`src/rtl/tone_sequencer.sv`:
```
// tone_sequencer: forwards the manual tone in IDLE or plays an 8-note ROM melody with gaps, stop and loop
module tone_sequencer #(
    parameter int BEAT_CYCLES = 12500000,
    parameter int GAP_CYCLES  = 2500000
) (
    input  logic       clk,
    input  logic       reset,
    input  logic       start,
    input  logic       stop,
    input  logic       loop,
    input  logic [2:0] manual_tone,
    input  logic       manual_en,
    output logic [2:0] tone_sel,
    output logic       tone_en,
    output logic       busy,
    output logic [2:0] note_idx,
    output logic       done
);
    localparam int CW = BEAT_CYCLES > 1 ? $clog2(BEAT_CYCLES) : 1;
    localparam int GW = GAP_CYCLES > 0 ? $clog2(GAP_CYCLES + 1) : 1;
    localparam logic [CW-1:0] CYC_LAST = CW'(BEAT_CYCLES - 1);
    localparam logic [GW-1:0] GAP_LAST = GW'(GAP_CYCLES > 0 ? GAP_CYCLES - 1 : 0);
    // beats-1 per note, note 7 in the top slice
    localparam logic [15:0] BEATS_M1 = {2'd3, 2'd2, 2'd0, 2'd0, 2'd1, 2'd1, 2'd0, 2'd0};

    typedef enum logic [1:0] {IDLE, PLAY, GAP} state_t;

    state_t        r_state, w_state;
    logic [CW-1:0] r_cyc, w_cyc;
    logic [1:0]    r_beat, w_beat;
    logic [GW-1:0] r_gap, w_gap;
    logic [2:0]    r_idx, w_idx, r_sel, w_sel;
    logic          r_en, w_en, r_busy, w_busy, r_done, w_done;
    logic [1:0]    w_beat_last;
    logic          w_cyc_wrap, w_note_end;
    logic [2:0]    w_next;

    assign w_beat_last = BEATS_M1[{r_idx, 1'b0} +: 2];
    assign w_cyc_wrap  = r_cyc == CYC_LAST;
    assign w_note_end  = w_cyc_wrap && r_beat == w_beat_last;
    assign w_next      = r_idx + 3'd1;

    always_comb begin
        w_state = r_state;
        w_cyc   = r_cyc;
        w_beat  = r_beat;
        w_gap   = r_gap;
        w_idx   = r_idx;
        w_sel   = r_sel;
        w_en    = r_en;
        w_busy  = r_busy;
        w_done  = 1'b0;
        if (r_state != IDLE && stop) begin
            w_state = IDLE;
            w_en    = 1'b0;
            w_busy  = 1'b0;
        end else begin
            case (r_state)
                IDLE: begin
                    w_sel  = manual_tone;
                    w_en   = manual_en;
                    w_busy = 1'b0;
                    if (start && !stop) begin
                        w_state = PLAY;
                        w_idx   = '0;
                        w_sel   = '0;
                        w_en    = 1'b1;
                        w_busy  = 1'b1;
                        w_cyc   = '0;
                        w_beat  = '0;
                    end
                end
                PLAY: begin
                    w_cyc  = w_cyc_wrap ? '0 : r_cyc + 1'b1;
                    w_beat = w_cyc_wrap ? r_beat + 1'b1 : r_beat;
                    if (w_note_end) begin
                        if (r_idx == 3'd7 && !loop) begin
                            w_state = IDLE;
                            w_done  = 1'b1;
                            w_en    = 1'b0;
                            w_busy  = 1'b0;
                        end else if (GAP_CYCLES > 0) begin
                            w_state = GAP;
                            w_en    = 1'b0;
                            w_gap   = '0;
                        end else begin
                            w_idx  = w_next;
                            w_sel  = w_next;
                            w_cyc  = '0;
                            w_beat = '0;
                        end
                    end
                end
                GAP: begin
                    if (r_gap == GAP_LAST) begin
                        w_state = PLAY;
                        w_idx   = w_next;
                        w_sel   = w_next;
                        w_en    = 1'b1;
                        w_cyc   = '0;
                        w_beat  = '0;
                    end else begin
                        w_gap = r_gap + 1'b1;
                    end
                end
                default: w_state = IDLE;
            endcase
        end
    end

    always_ff @(posedge clk) begin
        if (reset) begin
            r_state <= IDLE;
            r_cyc   <= '0;
            r_beat  <= '0;
            r_gap   <= '0;
            r_idx   <= '0;
            r_sel   <= '0;
            r_en    <= 1'b0;
            r_busy  <= 1'b0;
            r_done  <= 1'b0;
        end else begin
            r_state <= w_state;
            r_cyc   <= w_cyc;
            r_beat  <= w_beat;
            r_gap   <= w_gap;
            r_idx   <= w_idx;
            r_sel   <= w_sel;
            r_en    <= w_en;
            r_busy  <= w_busy;
            r_done  <= w_done;
        end
    end

    assign tone_sel = r_sel;
    assign tone_en  = r_en;
    assign busy     = r_busy;
    assign note_idx = r_idx;
    assign done     = r_done;
endmodule

```
`config.mk`:
```
export PLATFORM = sky130hd
export DESIGN_NAME = tone_sequencer
export DESIGN_NICKNAME = d
export VERILOG_FILES = /design/src/rtl/tone_sequencer.sv
export SDC_FILE = /design/constraint.sdc
export NUM_CORES = 1
export LEC_CHECK = 0
export CAP_MARGIN = 10
export CORE_MARGIN = 10
export CORE_UTILIZATION = 33
export DETAILED_ROUTE_END_ITERATION = 10
export PLACE_DENSITY = 0.5
export SLEW_MARGIN = 20
export SYNTH_ARGS = -nofsm -noshare
export SYNTH_HDL_FRONTEND = slang
export SYNTH_SLANG_ARGS = --single-unit
```
`constraint.sdc`:
```
create_clock -name clk -period 2.5 [get_ports clk]
set_clock_uncertainty 0.05 [all_clocks]
set_input_delay 0.25 -clock clk [delete_from_list [all_inputs] [get_ports clk]]
set_output_delay 0.25 -clock clk [all_outputs]
set_load 0.05 [all_outputs]
```
-- Yosys cells after proc, flatten, opt, wreduce, memory -nomap -nowiden
Index checks and enable logic that the tools add are counted.
W data, S select, Z words.
- bits in registers: 59
- input port bits: 9
- word-level logic and storage cells: 83
- add/sub/neg operators: 4
- eq/ne operators: 13
- shifts and indexed selects: 1
- muxes and demuxes: 31
- bitwise gates (word level): 3
- reductions and logical operators: 22
- operators with widths (cell ; number):
    $mux W24 ; 3
    $pmux W24 S3 ; 1
    $mux W22 ; 3
    $pmux W22 S2 ; 1
    $add A24 B1 Y24 const B ; 1
    $eq A24 B24 Y1 const B ; 1
    $add A22 B1 Y22 const B ; 1
    $eq A22 B22 Y1 const B ; 1
    $shiftx A16 B5 Y2 const A ; 1
    $mux W2 ; 7
    $ne A2 B2 Y1 const B ; 7
    $pmux W2 S3 ; 2
    $pmux W3 S2 ; 2
    $reduce_and A3 Y1 ; 4
    $reduce_and A5 Y1 ; 2
    $mux W3 ; 3
    $reduce_and A4 Y1 ; 2
    $reduce_bool A2 Y1 ; 4
    $mux W1 ; 7
    $logic_and A1 B1 Y1 ; 4
    $reduce_or A4 Y1 ; 1
    $add A3 B1 Y3 const B ; 1
    $eq A3 B3 Y1 const B ; 1
    $not A1 Y1 ; 3
    other kinds (10) ; 11

-- Longest topological paths before layout
- word-level depth: 5
- mapped depth: 10
- depth with buffers taken out: 7

-- Worst setup path before layout
Ideal clock, no wire load.
- kind: register to register
- start point: register r_idx[1] (netlist: note_idx[1])
- end point: register r_state[1]
- arrival: 2283 ps
- required time: 2378 ps
- slack: 96 ps
- stages on the path, launching flop included: 8
- buffers on the path: 1
- period minus slack after synthesis: 2404 ps
- cells stage by stage: dfxtp_1 ha_1 or2_2 a211oi_1 o211ai_1 buf_6 a221oi_2 mux2i_1
- cells in the longest elaborated chain, start to end: 5
- elaborated cells between the ends (all ways): 10
- those cells by class: eq/ne (3); shift (1); mux (3); reduce/logical (3)
- ends and longest elaborated chain (item ; line ; RTL):
    start, declared ; 32 ; logic [2:0] r_idx, w_idx, r_sel, w_sel;
    start signal, assigned ; 127 ; r_idx <= w_idx;
    $shiftx A16 B5 Y2 / $eq A3 B3 Y1 (equally long branches) ; 38, 77 ;
    $eq A2 B2 Y1 / $logic_and A1 B1 Y1 (equally long branches) ; 40, 77 ;
    $logic_and A1 B1 Y1 / $mux W2 (equally long branches) ; 40, 77 ;
    $ne A2 B2 Y1 (no line) / $mux W2 (equally long branches) ; -- ;
    $reduce_and A3 Y1 (no line) / $pmux W2 S3 (equally long branches) ; -- ;
    end signal, assigned ; 123 ; r_state <= w_state;
    end, declared ; 28 ; state_t r_state, w_state;
Parallel ways exist; a longest one is shown, timed or not. The select of a mux whose other input is x is not followed.
A chain may end at the register's enable or synchronous reset.

-- Final worst setup path
- start point: register r_cyc[4]
- end point: register r_state[1]
- cells in the longest elaborated chain, start to end: 4
- ends and longest elaborated chain (item ; line ; RTL):
    start, declared ; 29 ; logic [CW-1:0] r_cyc, w_cyc;
    start signal, assigned ; 124 ; r_cyc <= w_cyc;
    $eq A24 B24 Y1 ; 39 ; assign w_cyc_wrap = r_cyc == CYC_LAST;
    $logic_and A1 B1 Y1 ; 40 ; assign w_note_end = w_cyc_wrap && r_beat == w_beat_last;
    $ne A2 B2 Y1 (no line) ; -- ;
    $reduce_and A3 Y1 (no line) ; -- ;
Every way passes these cells.

==> metrics <==
initial antenna violation count 0; layout-stage area growth over the synthesis result 20.53%; Hold Path Depth 2; total number of placement rows 37; dominant cell type by area after synthesis sky130_fd_sc_hd__dfxtp_1; HP Class register to register; top area cells in the synthesized netlist sky130_fd_sc_hd__dfxtp_1 (33%), sky130_fd_sc_hd__a21oi_1 (4.8%), sky130_fd_sc_hd__a221oi_1 (4.2%); DRT Wirelength 9.905 mm; routed length per placed instance 16.11 um; switching power summed over all nets 1090 uW; DR iter-0 viols 247; Hold Startpoint tone_en; CP Data Arrival Time 2.57 ns; area share of the largest cell type after synthesis 0.3313; total nets after synthesis 459; net switching share of the total power 0.3619; portion of total power attributed to the clock network 0.302; fraction of final layout cells with drive strength greater than 1 0.1545; unrepaired setup endpoints after global routing no; number of post-CTS setup repair buffers 0; all-layer global routing usage 0.1374; via count 3,526; count of distinct cell types in the synthesized netlist 57; Slew @ Worst Pin 0.6954 ns; clock tree from TritonCTS yes; pwr dens 701.2 nW/um2; Synth Cell Area 3565 um2; vias per inst 5.733; fraction of registers with async set/reset 0; placed inst area 4076 um2; synthesis-stage register bit count 59; synthesized netlist cell count 441; type of element capturing the critical path register; Longest Clk Path Bufs 2; DP Wirelength 6.868 mm; crit path cell chain or4b_4, nor4_4, o211ai_1, buf_4, a221oi_2, mux2i_1; VDD IR max 0.0005067 V; total power consumption of the routed design 3013 uW; count of nets after finishing 492; Crit Path Class register to register; Slowest Stage Delay on Critical Path 0.50 ns; mean area per synthesized cell 8.083 um2; register clock-pin slew on the reported worst setup and hold paths 0.07 ns; via count of the first global-routing pass 3,557; CP max FO 21; sequential cell area fraction in the yosys report 0.3313; final weighted congestion of routability-driven global placement 0.7954; dominant synthesized flop cell sky130_fd_sc_hd__dfxtp_1; register-to-register setup slack 0.15 ns; launch point of the worst reg-to-reg path r_cyc[4]; required time worst endpoint 2.72 ns; R2R Path End r_state[1]; Antenna Nets Post-Route 0; Root Driver sky130_fd_sc_hd__clkbuf_8; height of the chip 123.9 um; critical path startpoint category register; antenna cell count 0; Worst Hold End tone_en; core box area 10,420 um2; Pleak 0.001400 uW; width of the chip 123.9 um; sequential share of power 0.338; floorplan die area 15,360 um2; setup TNS after final layout 0 ns; post-layout instance area 4297 um2; cell with the biggest individual delay on the critical path sky130_fd_sc_hd__or4b_4; deepest level of the CTS H-tree 3; number of hold violations in the final report 0; number of clock sinks seen by CTS 59; remaining design rule violation count 0; post-route minimum period 2.349 ns; count of final setup violators 0; part of the power in combinational logic 0.360; effective utilization at floorplan 0.3422; latest clock arrival within the worst-skew pair 0.34 ns; worst-case reg-to-reg path depth 6; worst rel slew slack 0.5349; number of flops mapped to enable cells by yosys 0; run status finished clean; number of buffers created by CTS 9; max-cap viol count 0; max-slew violation count 0; FMAX 425.7 MHz; Period Utilization, post-route 0.9397; pin count of the biggest net entering global routing 27; I/O pins 18; first-pass iteration count of the detailed router 4; input/output buffers 17; Pint 1922 uW; number of synthesis warnings 0; first-pass GRT wire length 17.38 mm; overflow left after global routing 0
[synthesized netlist by cell type (7+ instances only)]
master	count
sky130_fd_sc_hd__nand3_1	27
sky130_fd_sc_hd__nor2b_1	7
sky130_fd_sc_hd__or3_1	20
sky130_fd_sc_hd__a221oi_1	17
sky130_fd_sc_hd__nand2_1	25
sky130_fd_sc_hd__nand4_1	20
sky130_fd_sc_hd__ha_1	9
sky130_fd_sc_hd__a21oi_1	34
sky130_fd_sc_hd__or2_2	10
sky130_fd_sc_hd__or4_1	11
sky130_fd_sc_hd__nor3_1	7
sky130_fd_sc_hd__nor2_1	14
sky130_fd_sc_hd__dfxtp_1	59
sky130_fd_sc_hd__o32ai_1	17
sky130_fd_sc_hd__clkbuf_1	26
sky130_fd_sc_hd__and4_1	7
sky130_fd_sc_hd__inv_1	22
sky130_fd_sc_hd__o21ai_0	22
sky130_fd_sc_hd__o31ai_1	11
[layout by cell type (no fill, tap or decap), types with 3 or more instances in the layout]
| cell | n |
|---|---|
| sky130_fd_sc_hd__or2_2 | 10 |
| sky130_fd_sc_hd__o211ai_1 | 5 |
| sky130_fd_sc_hd__nor2_1 | 14 |
| sky130_fd_sc_hd__inv_1 | 22 |
| sky130_fd_sc_hd__a21oi_1 | 34 |
| sky130_fd_sc_hd__ha_1 | 9 |
| sky130_fd_sc_hd__a221oi_1 | 17 |
| sky130_fd_sc_hd__clkdlybuf4s50_1 | 17 |
| sky130_fd_sc_hd__or4_1 | 11 |
| sky130_fd_sc_hd__or3_1 | 20 |
| sky130_fd_sc_hd__nand3_1 | 27 |
| sky130_fd_sc_hd__mux2i_1 | 4 |
| sky130_fd_sc_hd__and3_1 | 3 |
| sky130_fd_sc_hd__nand4b_1 | 3 |
| sky130_fd_sc_hd__nand2b_1 | 4 |
| sky130_fd_sc_hd__nand2_1 | 25 |
| sky130_fd_sc_hd__buf_4 | 36 |
| sky130_fd_sc_hd__clkbuf_8 | 11 |
| sky130_fd_sc_hd__dfxtp_1 | 59 |
| sky130_fd_sc_hd__o31ai_1 | 11 |
| sky130_fd_sc_hd__nor3_1 | 7 |
| sky130_fd_sc_hd__nand4_1 | 20 |
| sky130_fd_sc_hd__and4_1 | 7 |
| sky130_fd_sc_hd__nor2b_1 | 7 |
| sky130_fd_sc_hd__o32ai_1 | 17 |
| sky130_fd_sc_hd__o21ai_0 | 22 |
| sky130_fd_sc_hd__nor4b_1 | 5 |
| sky130_fd_sc_hd__a211oi_2 | 3 |
[repair_timing]
action / CTS / global route
resized for setup: 1 / 2
endpoints found under the setup margin: 4 / 5
hold buffers: 0 / 0
[cell families after synthesis]
kind of cell             share of synthesized area
AO/OA/AOI/OAI                               0.2587
flip-flops                                  0.3313
adder cells (fa/ha/maj)                    0.03159
buffers and inverters                      0.06423
AND/OR/NAND/NOR                             0.2955
multiplexers                               0.01123
XOR/XNOR                                  0.007372
[flip-flops by register name (all words and copies together), names as in the netlist]
name,count
r_cyc,24
r_gap,22
busy,1
r_beat,2
r_state,2
tone_en,1
done,1
tone_sel,3
note_idx,3
[layer usage]
metal  track usage  wire (um)
met3       0.03665        340
met2        0.2291       4824
met4       0.03957         61
met5             0          0
met1        0.1704       4679
[through the flow]
stage / setup WS, ns / hold WS [ns] / utilization / std cells
after global routing: 0.02080 / 0.4647 / 0.4125 / 615
after floorplan: 0.09552 / 0.3908 / - / 441
after global placement: 0.03026 / 0.3992 / 0.3914 / 599
final: 0.1507 / 0.4146 / 0.4125 / 615
after detailed placement: -0.02456 / 0.4057 / 0.3914 / 599
after CTS: 0.1280 / 0.4171 / 0.4115 / 615
[critical path, delay by kind of cell (launching register included)]
kind | cells | cell delay (ns)
and+or+nand+nor | 2 | 0.88
AOI/OAI and AO/OA | 2 | 0.51
DFF | 1 | 0.40
buffers and inverters | 1 | 0.24
muxes | 1 | 0.20
[worst max path at each step]
stage,startpoint,endpoint,slack [ns],cells past startpoint
2_1_floorplan,note_idx[1],r_state[1],0.1,7
3_3_place_gp,r_gap[0],r_cyc[11],0.03,7
3_5_place_dp,r_gap[0],r_cyc[15],-0.02,7
4_1_cts,r_cyc[4],r_state[1],0.13,6
5_1_grt,r_state[1],r_cyc[23],0.02,7
6_report,r_cyc[4],r_state[1],0.15,6
[area by class of cell]
type,instances,area (um2)
clock buffers,12,155.1
clock inverters,4,48.80
fillers,1070,6120
inverters,24,90.09
multi-input cells,325,2171
flip-flops and latches,59,1181
well taps,136,170.2
repair buffers,55,480.5
[power by group through the flow]
stage,logic [uW],clock network [uW],registers [uW]
CTS,1080,941,1020
global route,1200,993,1030
global placement,1070,0,1040
finish,1080,911,1020
detailed placement,1080,0,1040
floorplan,619,0,1140
No activity file was read; power rests on OpenSTA's default activity.
==> patch 1, RTL diff (config.mk and constraints unchanged) <==
`GAP_CYCLES`: 2500000 -> 1250000.
--- a/src/rtl/tone_sequencer.sv
+++ b/src/rtl/tone_sequencer.sv
@@ -1,7 +1,7 @@
 // tone_sequencer: forwards the manual tone in IDLE or plays an 8-note ROM melody with gaps, stop and loop
 module tone_sequencer #(
     parameter int BEAT_CYCLES = 12500000,
-    parameter int GAP_CYCLES  = 2500000
+    parameter int GAP_CYCLES  = 1250000
 ) (
     input  logic       clk,
     input  logic       reset,
Check against the original RTL: no difference found for any inputs over 10 cycles, from zero or initial values and one cycle with reset high; that may be too few to reach the edited logic, so the function may still have changed.
==> patch 1 against the unedited design <==
  * Worst setup slack improved by 0.025 ns
  * Design area increased by 1.0%
  * Hold slack got worse by 0.013 ns
  * Wire length increased by 1.6%
  * Total power decreased by 3.8%
  * Die area increased by 1.6%
  * Critical path depth decreased by 1
  * Utilization decreased by 1.0 points
  * Sequential cell count decreased by 1
  * Combinational power decreased by 9%
  * Count of clock-buffer cells in the layout increased by 1
  * Synthesized area increased by 1.9%
  * Largest cell class unchanged
==> patch 1: results (changes against the unedited design) <==
outcome: complete, no violations
Initial DRT Pass Iterations: 5 (+1)
pre-CTS WS: 0.0924 ns (+0.117 ns)
biggest regs: r_cyc x24, r_gap x21
clk_lat worst skew: 0.34 ns (about the same)
clock root cell: clkbuf_8
Inst Count DP: 609 (+1.7%)
Hold Path Origin: reset
VDD IR max: 517 µV (+2.0%)
most common library cells after synthesis: 58 x dfxtp_1, 39 x inv_1, 30 x o32ai_1, 30 x or3_1
placed cell area: 4130 µm² (+1.3%)
Mapped Nets: 470 (+2.4%)
NetSw: 1030 µW (-6.0%)
Final Non-Filler Cells: 624 (+1.5%)
DP HPWL: 7.05 mm (+2.6%)
RR Startpoint: r_gap[9]$_SDFFE_PP0P_
RePlAce Congestion: 0.876 (+10%)
total CTS buffers: 9 (unchanged)
via count: 3,583 (+1.6%)
first-pass GRT wire length: 17.4 mm (about the same)
Post-Synth XOR/XNOR Area: 0.00482 (-0.00255)
Hold/Removal Path Class: in -> reg
Hold EP: note_idx[1]$_SDFFE_PP0P_
pwr/cell area: 668 nW/µm² (-4.7%)
Comb power: 982 µW (-9%)
PnR worst setup slack: 0.176 ns (+0.0252 ns)
slew margin rel.: 0.574 (+0.0392)
Reg2Reg Setup Slack: 0.18 ns (+0.03 ns)
post-CTS sizing: 0 (-1)
fillers: 1,095 (+2.3%)
arrival time worst endpoint: 2.54 ns (-0.03 ns)
Detailed Route WL: 10.1 mm (+1.6%)
Worst R2R Path Depth: 5 (-1)
largest net degree at the start of global routing: 58 (+110%)
Pleak: 0.00131 µW (-6.1%)
1st-iter DRT viols: 291 (+18%)
vias in the first global route: 3,375 (-5.1%)
register area share after synthesis: 0.320 (-0.0118)
Tot GR Track Use: 0.129 (-0.00847)
reg2reg end: r_beat[1]$_SDFFE_PP0P_
crit-path max FO: 7 (-67%)
internal power: 1870 µW (-2.5%)
Post-Synthesis Cells: 452 (+2.5%)
share of cells above drive strength 1: 0.132 (-0.0223)
Layout Nets: 498 (+1.2%)
YS warnings: 0 (unchanged)
complex-gate fraction of the synthesized area: 0.293 (+0.0340)
post-synthesis mux area share: 0.00826 (-0.00297)
dominant cells by area after synthesis: dfxtp_1 32%, o32ai_1 7.2%, or3_1 5.2%, inv_1 4.0%, a21oi_1 3.7%
hold slack: 0.402 ns (-0.0129 ns)
Synth Area in Adders: 0.0310 (-0.000598)
patch 1: cell types whose count changed after synthesis, moves of 8 or more:
cell and change:
nand3_1 -8, o31ai_1 -10, or3_1 +10, nor4_1 +9, inv_1 +17, o21ai_0 -8, o32ai_1 +13
patch 1: worst max-delay path, stage by stage, from the launching register on:
cell,delay [ns]
dfxtp_1,0.33
or3b_1,0.35
or4_4,0.58
o31a_1,0.38
or4_1,0.41
a21oi_1,0.15
patch 1: per-layer routing:
layer | global-route usage | wire length (µm) | vias to the layer above
met5 | 0 | 0 | -
met4 | 0.0407 | 130 | 0
met3 | 0.0279 | 300 | 11
met2 | 0.197 | 4600 | 59
met1 | 0.176 | 5030 | 1691
li1 | - | - | 1822
patch 1: area by class of cell:
cell class	count	share of cell area
multi-input cells	321	0.506
well taps	140	0.0404
repair buffers	51	0.106
clock buffers	13	0.0389
inverters	39	0.0337
flip-flops and latches	58	0.268
clock inverters	2	0.00807
==> patch 2, RTL diff (same settings) <==
Made on the original files. Register the output `done` once more; this adds one clock of latency there. The other outputs are not delayed to match.
--- a/src/rtl/tone_sequencer.sv
+++ b/src/rtl/tone_sequencer.sv
@@ -136,6 +136,8 @@
     assign tone_en  = r_en;
     assign busy     = r_busy;
     assign note_idx = r_idx;
-    assign done     = r_done;
+    always_ff @(posedge clk) begin
+        done <= r_done;
+    end
 endmodule
 
Formal check against the unedited RTL: same outputs for any inputs over 10 cycles, from zero or initial values and one cycle with reset high; that may be too few to reach the edited logic, so the function may still have changed.
==> patch 2 against the unedited design <==
  * First-iteration DRC count increased by 2.8%
  * Wire length is 1.0% lower
  * Die area rose by 0.48%
  * Hold slack lost 0.13 ns
  * Worst setup slack worse by 0.045 ns
  * Total power up 0.84%
  * Sequential share of layout area rose by 0.47 points
  * Sequential cell count grew 1
  * Critical path depth unchanged
  * Synthesized area increased by 0.56%
  * Design area hardly changed
  * Critical endpoint is now r_gap[7]$_SDFFE_PP0P_
==> patch 2: results (changes against the unedited design) <==
Hold Path Origin: r_done$_SDFF_PP0_
register area share after synthesis: 0.335 (+0.00373)
Tot GR Track Use: 0.126 (-0.0109)
number of non-clock buffers in the layout: 51 (-7.3%)
dominant cells by area after synthesis: dfxtp_1 34%, a21oi_1 4.7%, a221oi_1 4.2%, o32ai_1 4.2%, nand3_1 3.8%
# clk buffers: 9 (-3)
Synth Area in Adders: 0.0314 (-0.000176)
first-pass GRT wire length: 17.1 mm (-1.9%)
crit-path max FO: 20 (-4.8%)
Inst Count DP: 596 (-0.50%)
clock slew at reported path FFs: 0.09 ns (+0.02 ns)
post-CTS sizing: 0 (-1)
routed wire length per instance: 16.0 µm (-0.55%)
VDD IR max: 364 µV (-28%)
arrival time worst endpoint: 2.59 ns (+0.02 ns)
Comb pwr share: 0.359 (about the same)
Pleak: 0.00138 µW (-1.3%)
1st-iter DRT viols: 254 (+2.8%)
outcome: complete, no violations
hold slack: 0.285 ns (-0.130 ns)
fillers: 1,079 (+0.84%)
Post-Synth XOR/XNOR Area: 0.00733 (-0.0000412)
reg2reg end: r_gap[7]$_SDFFE_PP0P_
slew margin rel.: 0.617 (+0.0816)
vias per std cell: 5.75 (+0.29%)
fraction of area in multi-input gates: 0.505 (about the same)
RePlAce Congestion: 0.788 (-0.89%)
Mean Syn Cell Area: 8.11 µm² (+0.33%)
most common library cells after synthesis: 60 x dfxtp_1, 34 x a21oi_1, 27 x nand3_1
Initial DRT Pass Iterations: 5 (+1)
Reg2Reg Setup Slack: 0.11 ns (-0.05 ns)
Hold Crit Depth: 0 (-2)
share of cells above drive strength 1: 0.149 (-0.00533)
via count: 3,519 (-0.20%)
sequential share of power: 0.340 (+0.002)
sequential share of cell area: 0.280 (+0.00474)
DP HPWL: 6.77 mm (-1.4%)
Mapped Nets: 460 (+0.22%)
slowest CP cell: or4_4
Data buffer area share: 0.108 (-0.00405)
complex-gate fraction of the synthesized area: 0.257 (-0.00144)
==> patch 2: changes by cell type in the layout (fill, tap and decap cells not counted) <==
cell,before,now
clkbuf_1,1,0
clkinv_4,1,2
clkbuf_8,11,9
inv_6,0,1
clkinvlp_4,0,2
buf_12,2,3
clkinv_2,2,1
dfxtp_1,59,60
buf_4,36,31
==> patch 2: layer usage <==
| layer | up-vias | GRT usage | share of wire |
|---|---|---|---|
| met3 | 12 | 0.0293 | 0.035 |
| met2 | 70 | 0.206 | 0.47 |
| met5 | - | 0 | 0 |
| li1 | 1778 | - | - |
| met1 | 1659 | 0.160 | 0.48 |
| met4 | 0 | 0.0423 | 0.015 |
==> patch 2: stage by stage <==
step	worst slack, ns	power [µW]	utilization
4_1_cts	0.0652	3060	0.409
6_report	0.106	3040	0.411
3_3_place_gp	0.0695	2140	0.390
2_1_floorplan	0.0955	1780	-
3_5_place_dp	0.0879	2140	0.390
5_1_grt	-0.00652	3220	0.411
